$ cat src/rtl/pc_pkg.sv
// Shared constants for the fetch controller: branch condition codes, flag bit
// positions, BTB counter thresholds and the fetch FSM state type.
package pc_pkg;

    localparam int unsigned CCC_W   = 3;
    localparam int unsigned FLAGS_W = 3;
    localparam int unsigned IMM_W   = 9;
    localparam int unsigned CNT_W   = 2;

    localparam int unsigned FLAG_Z = 0;
    localparam int unsigned FLAG_N = 1;
    localparam int unsigned FLAG_V = 2;

    localparam logic [CCC_W-1:0] CCC_NE = 3'b000;
    localparam logic [CCC_W-1:0] CCC_EQ = 3'b001;
    localparam logic [CCC_W-1:0] CCC_GT = 3'b010;
    localparam logic [CCC_W-1:0] CCC_LT = 3'b011;
    localparam logic [CCC_W-1:0] CCC_GE = 3'b100;
    localparam logic [CCC_W-1:0] CCC_LE = 3'b101;
    localparam logic [CCC_W-1:0] CCC_VS = 3'b110;
    localparam logic [CCC_W-1:0] CCC_AL = 3'b111;

    localparam logic [CNT_W-1:0] CNT_MIN        = 2'd0;
    localparam logic [CNT_W-1:0] CNT_MAX        = 2'd3;
    localparam logic [CNT_W-1:0] CNT_ALLOC      = 2'd2;
    localparam logic [CNT_W-1:0] CNT_PRED_TAKEN = 2'd2;

    typedef enum logic {
        ST_RUN    = 1'b0,
        ST_HALTED = 1'b1
    } fetch_state_e;

    // Branch condition evaluation against {V,N,Z}.
    function automatic logic cond_met(input logic [CCC_W-1:0] ccc,
                                      input logic [FLAGS_W-1:0] flags);
        logic z;
        logic n;
        logic v;
        logic res;
        z   = flags[FLAG_Z];
        n   = flags[FLAG_N];
        v   = flags[FLAG_V];
        res = 1'b1;
        case (ccc)
            CCC_NE:  res = ~z;
            CCC_EQ:  res = z;
            CCC_GT:  res = ~z & ~n;
            CCC_LT:  res = n;
            CCC_GE:  res = z | ~n;
            CCC_LE:  res = n | z;
            CCC_VS:  res = v;
            default: res = 1'b1;
        endcase
        return res;
    endfunction

endpackage

$ cat src/rtl/pc_btb.sv
// Direct-mapped branch target buffer: combinational lookup of the fetch PC,
// registered update/invalidate from the resolved EX-stage branch.
module pc_btb
    import pc_pkg::*;
#(
    parameter int unsigned ADDR_W  = 16,
    parameter int unsigned ENTRIES = 8
) (
    input  logic              clk,
    input  logic              rst_n,
    input  logic [ADDR_W-1:1] lkp_pc_i,
    output logic              lkp_taken_c,
    output logic [ADDR_W-1:0] lkp_target_c,
    input  logic              upd_en_i,
    input  logic              inv_en_i,
    input  logic [ADDR_W-1:1] upd_pc_i,
    input  logic              upd_taken_i,
    input  logic [ADDR_W-1:0] upd_target_i
);

    localparam int unsigned IDX_W = $clog2(ENTRIES);
    localparam int unsigned TAG_W = ADDR_W - IDX_W - 1;

    logic [ENTRIES-1:0]             valid_q,  valid_d;
    logic [ENTRIES-1:0][TAG_W-1:0]  tag_q,    tag_d;
    logic [ENTRIES-1:0][ADDR_W-1:0] target_q, target_d;
    logic [ENTRIES-1:0][CNT_W-1:0]  cnt_q,    cnt_d;

    logic [IDX_W-1:0] lkp_idx;
    logic [IDX_W-1:0] upd_idx;
    logic [TAG_W-1:0] lkp_tag;
    logic [TAG_W-1:0] upd_tag;
    logic             lkp_hit;
    logic             upd_hit;

    assign lkp_idx = lkp_pc_i[IDX_W:1];
    assign lkp_tag = lkp_pc_i[ADDR_W-1:IDX_W+1];
    assign upd_idx = upd_pc_i[IDX_W:1];
    assign upd_tag = upd_pc_i[ADDR_W-1:IDX_W+1];

    // Lookup reads the registered array, so a same-cycle update is not visible.
    assign lkp_hit      = valid_q[lkp_idx] & (tag_q[lkp_idx] == lkp_tag);
    assign lkp_taken_c  = lkp_hit & (cnt_q[lkp_idx] >= CNT_PRED_TAKEN);
    assign lkp_target_c = lkp_taken_c ? target_q[lkp_idx] : '0;

    assign upd_hit = valid_q[upd_idx] & (tag_q[upd_idx] == upd_tag);

    always_comb begin
        valid_d  = valid_q;
        tag_d    = tag_q;
        target_d = target_q;
        cnt_d    = cnt_q;
        if (upd_en_i) begin
            if (upd_taken_i) begin
                if (upd_hit) begin
                    cnt_d[upd_idx]    = (cnt_q[upd_idx] == CNT_MAX) ? CNT_MAX
                                                                    : cnt_q[upd_idx] + CNT_W'(1);
                    target_d[upd_idx] = upd_target_i;
                end else begin
                    valid_d[upd_idx]  = 1'b1;
                    tag_d[upd_idx]    = upd_tag;
                    target_d[upd_idx] = upd_target_i;
                    cnt_d[upd_idx]    = CNT_ALLOC;
                end
            end else if (upd_hit) begin
                cnt_d[upd_idx] = (cnt_q[upd_idx] == CNT_MIN) ? CNT_MIN
                                                             : cnt_q[upd_idx] - CNT_W'(1);
            end
        end else if (inv_en_i && upd_hit) begin
            valid_d[upd_idx] = 1'b0;
        end
    end

    always_ff @(posedge clk or negedge rst_n) begin
        if (!rst_n) begin
            valid_q  <= '0;
            tag_q    <= '0;
            target_q <= '0;
            cnt_q    <= '0;
        end else begin
            valid_q  <= valid_d;
            tag_q    <= tag_d;
            target_q <= target_d;
            cnt_q    <= cnt_d;
        end
    end

endmodule

$ cat src/rtl/pc_fetch_ctrl.sv
// Fetch PC controller: resolves EX-stage branches, redirects on mispredict,
// and steers the fetch PC through the BTB, stall and HLT hold paths.
module pc_fetch_ctrl
    import pc_pkg::*;
#(
    parameter int unsigned      ADDR_W      = 16,
    parameter int unsigned      BTB_ENTRIES = 8,
    parameter logic [ADDR_W-1:0] RESET_PC   = ADDR_W'(16'h0000)
) (
    input  logic              clk,
    input  logic              rst,
    input  logic              stall,
    input  logic              halt_in,
    output logic [ADDR_W-1:0] fetch_pc,
    output logic              fetch_pred_taken,
    output logic [ADDR_W-1:0] fetch_pred_target,
    output logic              halted,
    input  logic              ex_valid,
    input  logic              ex_branch,
    input  logic              ex_branch_reg,
    input  logic [2:0]        ex_cond,
    input  logic [2:0]        ex_flags,
    input  logic [ADDR_W-1:0] ex_pc,
    input  logic [8:0]        ex_imm,
    input  logic [ADDR_W-1:0] ex_reg_target,
    input  logic              ex_pred_taken,
    input  logic [ADDR_W-1:0] ex_pred_target,
    output logic              flush,
    output logic              ex_taken
);

    fetch_state_e      state_q, state_d;
    logic [ADDR_W-1:0] pc_q, pc_d;

    logic              ex_is_br;
    logic              cond;
    logic              halt_capture;
    logic              alias_inv;
    logic [ADDR_W-1:0] imm_ext;
    logic [ADDR_W-1:0] b_target;
    logic [ADDR_W-1:0] br_target;
    logic [ADDR_W-1:0] ex_seq_pc;
    logic [ADDR_W-1:0] redirect_pc;
    logic              btb_taken;
    logic [ADDR_W-1:0] btb_target;

    // Branch resolution; B wins over BR when both flags are set.
    assign ex_is_br    = ex_branch | ex_branch_reg;
    assign cond        = cond_met(ex_cond, ex_flags);
    assign ex_taken    = ex_valid & ex_is_br & cond;
    assign imm_ext     = {{(ADDR_W-IMM_W){ex_imm[IMM_W-1]}}, ex_imm};
    assign b_target    = ex_pc + ADDR_W'(2) + {imm_ext[ADDR_W-2:0], 1'b0};
    assign br_target   = ex_branch ? b_target : ex_reg_target;
    assign ex_seq_pc   = ex_pc + ADDR_W'(2);
    assign redirect_pc = ex_taken ? br_target : ex_seq_pc;

    assign flush = ex_valid & ((ex_taken != ex_pred_taken) |
                               (ex_taken & ex_pred_taken & (br_target != ex_pred_target)));

    // A non-branch that was predicted taken aliased onto a BTB entry.
    assign alias_inv    = ex_valid & ~ex_is_br & ex_pred_taken;
    assign halt_capture = (state_q == ST_RUN) & halt_in & ~stall & ~flush;

    pc_btb #(
        .ADDR_W  (ADDR_W),
        .ENTRIES (BTB_ENTRIES)
    ) u_btb (
        .clk          (clk),
        .rst_n        (rst),
        .lkp_pc_i     (pc_q[ADDR_W-1:1]),
        .lkp_taken_c  (btb_taken),
        .lkp_target_c (btb_target),
        .upd_en_i     (ex_valid & ex_is_br),
        .inv_en_i     (alias_inv),
        .upd_pc_i     (ex_pc[ADDR_W-1:1]),
        .upd_taken_i  (ex_taken),
        .upd_target_i (br_target)
    );

    // Next-PC priority: redirect, halt hold, stall hold, prediction, sequential.
    always_comb begin
        state_d = state_q;
        pc_d    = pc_q + ADDR_W'(2);
        if (flush) begin
            pc_d = redirect_pc;
        end else if ((state_q == ST_HALTED) || halt_capture || stall) begin
            pc_d = pc_q;
        end else if (btb_taken) begin
            pc_d = btb_target;
        end
        case (state_q)
            ST_RUN:    if (halt_capture) state_d = ST_HALTED;
            ST_HALTED: if (flush)        state_d = ST_RUN;
            default:                     state_d = ST_RUN;
        endcase
    end

    always_ff @(posedge clk or negedge rst) begin
        if (!rst) begin
            state_q <= ST_RUN;
            pc_q    <= RESET_PC;
        end else begin
            state_q <= state_d;
            pc_q    <= pc_d;
        end
    end

    assign fetch_pc          = pc_q;
    assign fetch_pred_taken  = btb_taken;
    assign fetch_pred_target = btb_target;
    assign halted            = (state_q == ST_HALTED);

endmodule

$ cat config.mk
export PLATFORM = sky130hd
export DESIGN_NAME = pc_fetch_ctrl
export DESIGN_NICKNAME = d
export VERILOG_FILES = /design/src/rtl/pc_pkg.sv /design/src/rtl/pc_btb.sv /design/src/rtl/pc_fetch_ctrl.sv
export SDC_FILE = /design/constraint.sdc
export NUM_CORES = 1
export LEC_CHECK = 0
export BUFFER_PORTS_ARGS = -buffer_cell sky130_fd_sc_hd__buf_2
export CAP_MARGIN = 20
export CORE_MARGIN = 5
export CORE_UTILIZATION = 60
export CTS_CLUSTER_DIAMETER = 200
export DETAILED_ROUTE_END_ITERATION = 7
export GPL_ROUTABILITY_DRIVEN = 0
export PLACE_DENSITY = 0.84
export SYNTH_ARGS = -nofsm -noshare
export SYNTH_HDL_FRONTEND = slang
export SYNTH_SLANG_ARGS = --single-unit
$ cat constraint.sdc
create_clock -name clk -period 8.8 [get_ports clk]
set_input_delay 1.76 -clock clk [delete_from_list [all_inputs] [get_ports clk]]
set_output_delay 1.76 -clock clk [all_outputs]
set_load 0.03 [all_outputs]
==> results.md <==
- Status: finished clean
- Crit path DAT: 6.03 ns
- Number of buffers and inverters on the critical path: 3
- PostCTS Resize Cnt: 0
- Die ar.: 28800 sq um
- Required time worst endpoint: 7.04 ns
- Most common cell in the netlist: dfrtp_1
- Max FO, Critical Path: 16
- Layout Skew: 0.0197 ns
- Worst Tran Pin Value: 1.18 ns
- DRT iter0 DRCs: 2042
- Hold Buf Count CTS: 0
- Clock power share: 27.8%
- Pleak: 7.45 nW
- Setup TNS: 0 ns
- Multi-input logic area: 8150 sq um
- Nets: 1586
- Placed Area: 16000 sq um
- Clock root buffer: clkbuf_16
- Cell area power density: 276 nW/um^2
- Synth top cells by count: dfrtp_1, nor2_1, a21oi_1, mux2_1, nand2_1
- CP max stage delay: 0.57 ns
- Clock buffer depth: 3
- Number of synthesized flops with an enable pin: 0
- Critical-path cell list: buf_2, ha_1, nand3_1, nor2_1, and3_1, xor2_1, ha_1, a21oi_1, o21ai_1, nor3_1, a2111oi_0, o21ai_1, a2111oi_0, a41oi_1, o41ai_2, inv_1, buf_2
- Area leader, netlist: dfrtp_1
- Initial antenna violation count: 0
- Post-place setup slack: 1.19 ns
- Post-route DRC violation count: 0
- Cells after synthesis: 1432
- Int Power: 3.10 mW
- Kind of critical path: in -> out
- Chip width: 170 um
- Top post-synthesis cells by area: dfrtp_1, mux4_2, mux2_1, mux2i_1, a21oi_1
- Seq/Total Area, Yosys: 43.4%
- Htree depth: 1
- Row cnt: 58
- Final instance area: 17200 sq um
- Ys Warns: 0
- HPWL Detailed: 30.0 mm
- Antenna Diode Count: 0
- Share of post-route cells with drive strength above 1: 19.1%
- Critical Path End Type: primary output
- Total GRT Usage: 31.2%
- CTS Buf Count: 29
- Total gr overflow: 0
- CTS tree: built
- I/O Buffers: 106
- Tcrit/Tclk final: 88.6%
- Drt wl/cell: 24.7 um
- Starting density of the core: 60.9%
- # Post-CTS Setup Buffers: 0
- Final WS setup: 1.01 ns
- Pwr Total: 4.75 mW
- #FFs+latches synth: 265
- Worst skew pair latency: 0.56 ns
- Maximum vdd ir drop: 234 uV
- Routed via count: 12695
- Max Fclk: 128 MHz
- Synth Cell Area: 15300 sq um
- Syn_nets: 1521
- Fin. max-slew vios: 0
- Clk pin slew, worst setup/hold paths: 0.06 ns
- Worst min path class: reg -> reg
- Core box area: 25100 sq um
- First-pass GRT wire length: 70.6 mm
- Logic pwr share: 32.2%
- Vias per inst: 6.86
- Delay-heaviest family, CP: compound AO/OA/AOI/OAI gates
- WL final: 45.7 mm
- Rel. slew slack: 19.1%
- Netlist cell types: 68
- CTS sink count: 265
- P&R area growth vs syn: 12.3%
- Final setup violation count: 0
- Ys async rst share: 100%
- RSZ-0062 raised after global routing: no
- Final Critical Period: 7.79 ns
- Sw power: 1.65 mW
- Die Y-Extent: 170 um
- Largest net degree at the start of global routing: 134
- Pre-Repair DR Iteration Count: 6
- Share of the synthesized area in the top cell type: 43.4%
- Startpoint Class: input port
- Final core utilization: 68.4%
- Sequential Area: 6640 sq um
- Ys flop type: dfrtp_1
- Final Hold Viols: 0
- Sw Ratio: 34.7%
- Vias in the first global route: 12549
- Antenna Nets Post-Route: 0
- Max-cap violations: 0
- I/O pin total: 107
- Slowest CP cell: a2111oi_0
- Fillers: 1711
- Syn_area_per_cell: 10.7 sq um
- Flop pwr share: 40.0%
tightest hold or removal path, delay by kind of cell (launching register included):
kind	cells	cell delay [ns]
AO/OA/AOI/OAI	1	0.06
AND/OR/NAND/NOR	1	0.04
flip-flops	1	0.34
power by group through the flow:
| stage | registers [mW] | clock network, mW | logic, mW |
|---|---|---|---|
| CTS | 1.88 | 1.32 | 1.50 |
| global placement | 1.87 | 0 | 1.43 |
| global route | 1.93 | 1.39 | 1.64 |
| detailed placement | 1.90 | 0 | 1.48 |
| finish | 1.90 | 1.32 | 1.53 |
| floorplan | 1.80 | 0 | 1.11 |
sequential cells by signal, indices dropped and copies added (netlist names), named ones only:
name,count
u_btb.target_q,128
u_btb.tag_q,96
fetch_pc,16
u_btb.cnt_q,16
halted,1
stage by stage:
step | std cells | hold WS [ns]
3_3_place_gp | 1789 | 0.456
4_1_cts | 1843 | 0.478
5_1_grt | 1850 | 0.495
6_report | 1850 | 0.477
2_1_floorplan | 1432 | 0.445
3_5_place_dp | 1789 | 0.465
cell type report:
type | instances | share of cell area (%)
inverter | 14 | 0.306
clock inverter | 12 | 1.02
sequential | 265 | 38.6
tap | 330 | 2.40
multi-input combinational | 1052 | 47.4
clock buffer | 42 | 5.09
timing repair buffer | 135 | 5.11
path summary, 6_finish.rpt:
check / start / end / cells after the start / slack, ns
worst max-delay path: ex_pc[1] / flush / 17 / 1.01
worst min-delay path: u_btb.target_q[124] / u_btb.target_q[124] / 2 / 0.48
worst max register to register: fetch_pc[2] / fetch_pc[15] / 11 / 4.40
worst min register to register: u_btb.target_q[124] / u_btb.target_q[124] / 2 / 0.48
max in group asynchronous: rst / fetch_pc[2] / 2 / 6.31
min in group asynchronous: rst / u_btb.target_q[8] / 1 / 1.25
placed cells by master, fill, tap and decap left out, types with 6 or more instances in the layout:
| cell type | Yosys | routed |
|---|---|---|
| xor2_1 | 27 | 27 |
| mux4_2 | 72 | 72 |
| a31oi_1 | 16 | 16 |
| o211ai_1 | 6 | 6 |
| nand2_1 | 89 | 89 |
| nand3_1 | 28 | 28 |
| nand4_1 | 6 | 6 |
| nand2b_2 | 7 | 7 |
| ha_1 | 17 | 17 |
| mux2_2 | 13 | 13 |
| mux2i_1 | 76 | 76 |
| o21ai_0 | 58 | 58 |
| nor3b_1 | 7 | 7 |
| nor4_1 | 7 | 7 |
| nor2_1 | 155 | 153 |
| a22oi_1 | 12 | 12 |
| clkbuf_16 | 0 | 29 |
| o21ai_1 | 21 | 21 |
| or3_1 | 6 | 6 |
| dfrtp_1 | 265 | 262 |
| nor3_1 | 11 | 11 |
| nor2b_1 | 18 | 18 |
| buf_4 | 14 | 22 |
| and3_1 | 14 | 14 |
| o22ai_1 | 13 | 13 |
| inv_1 | 13 | 13 |
| mux2_1 | 92 | 92 |
| a21oi_1 | 149 | 149 |
| xnor2_1 | 49 | 49 |
| and2_1 | 14 | 14 |
| clkbuf_8 | 0 | 10 |
| buf_2 | 24 | 105 |
per-layer routing:
layer	share of wire, %	global-route usage [%]	vias up
li1	-	-	5365
met1	38	42.2	6213
met2	45	48.6	931
met3	12	7.64	186
met4	5.4	13.6	0
met5	0	0	-
logic make-up after synthesis:
group	count (synthesis)	share of synthesized area, %
adders and majority gates	19	1.59
buffers and inverters	115	3.51
AOI/OAI and AO/OA	321	12.1
xor gates and xnor gates	76	4.35
muxes	253	23.3
DFF	265	43.4
and+or+nand+nor	383	11.8
(Power assumes the default switching activity.)
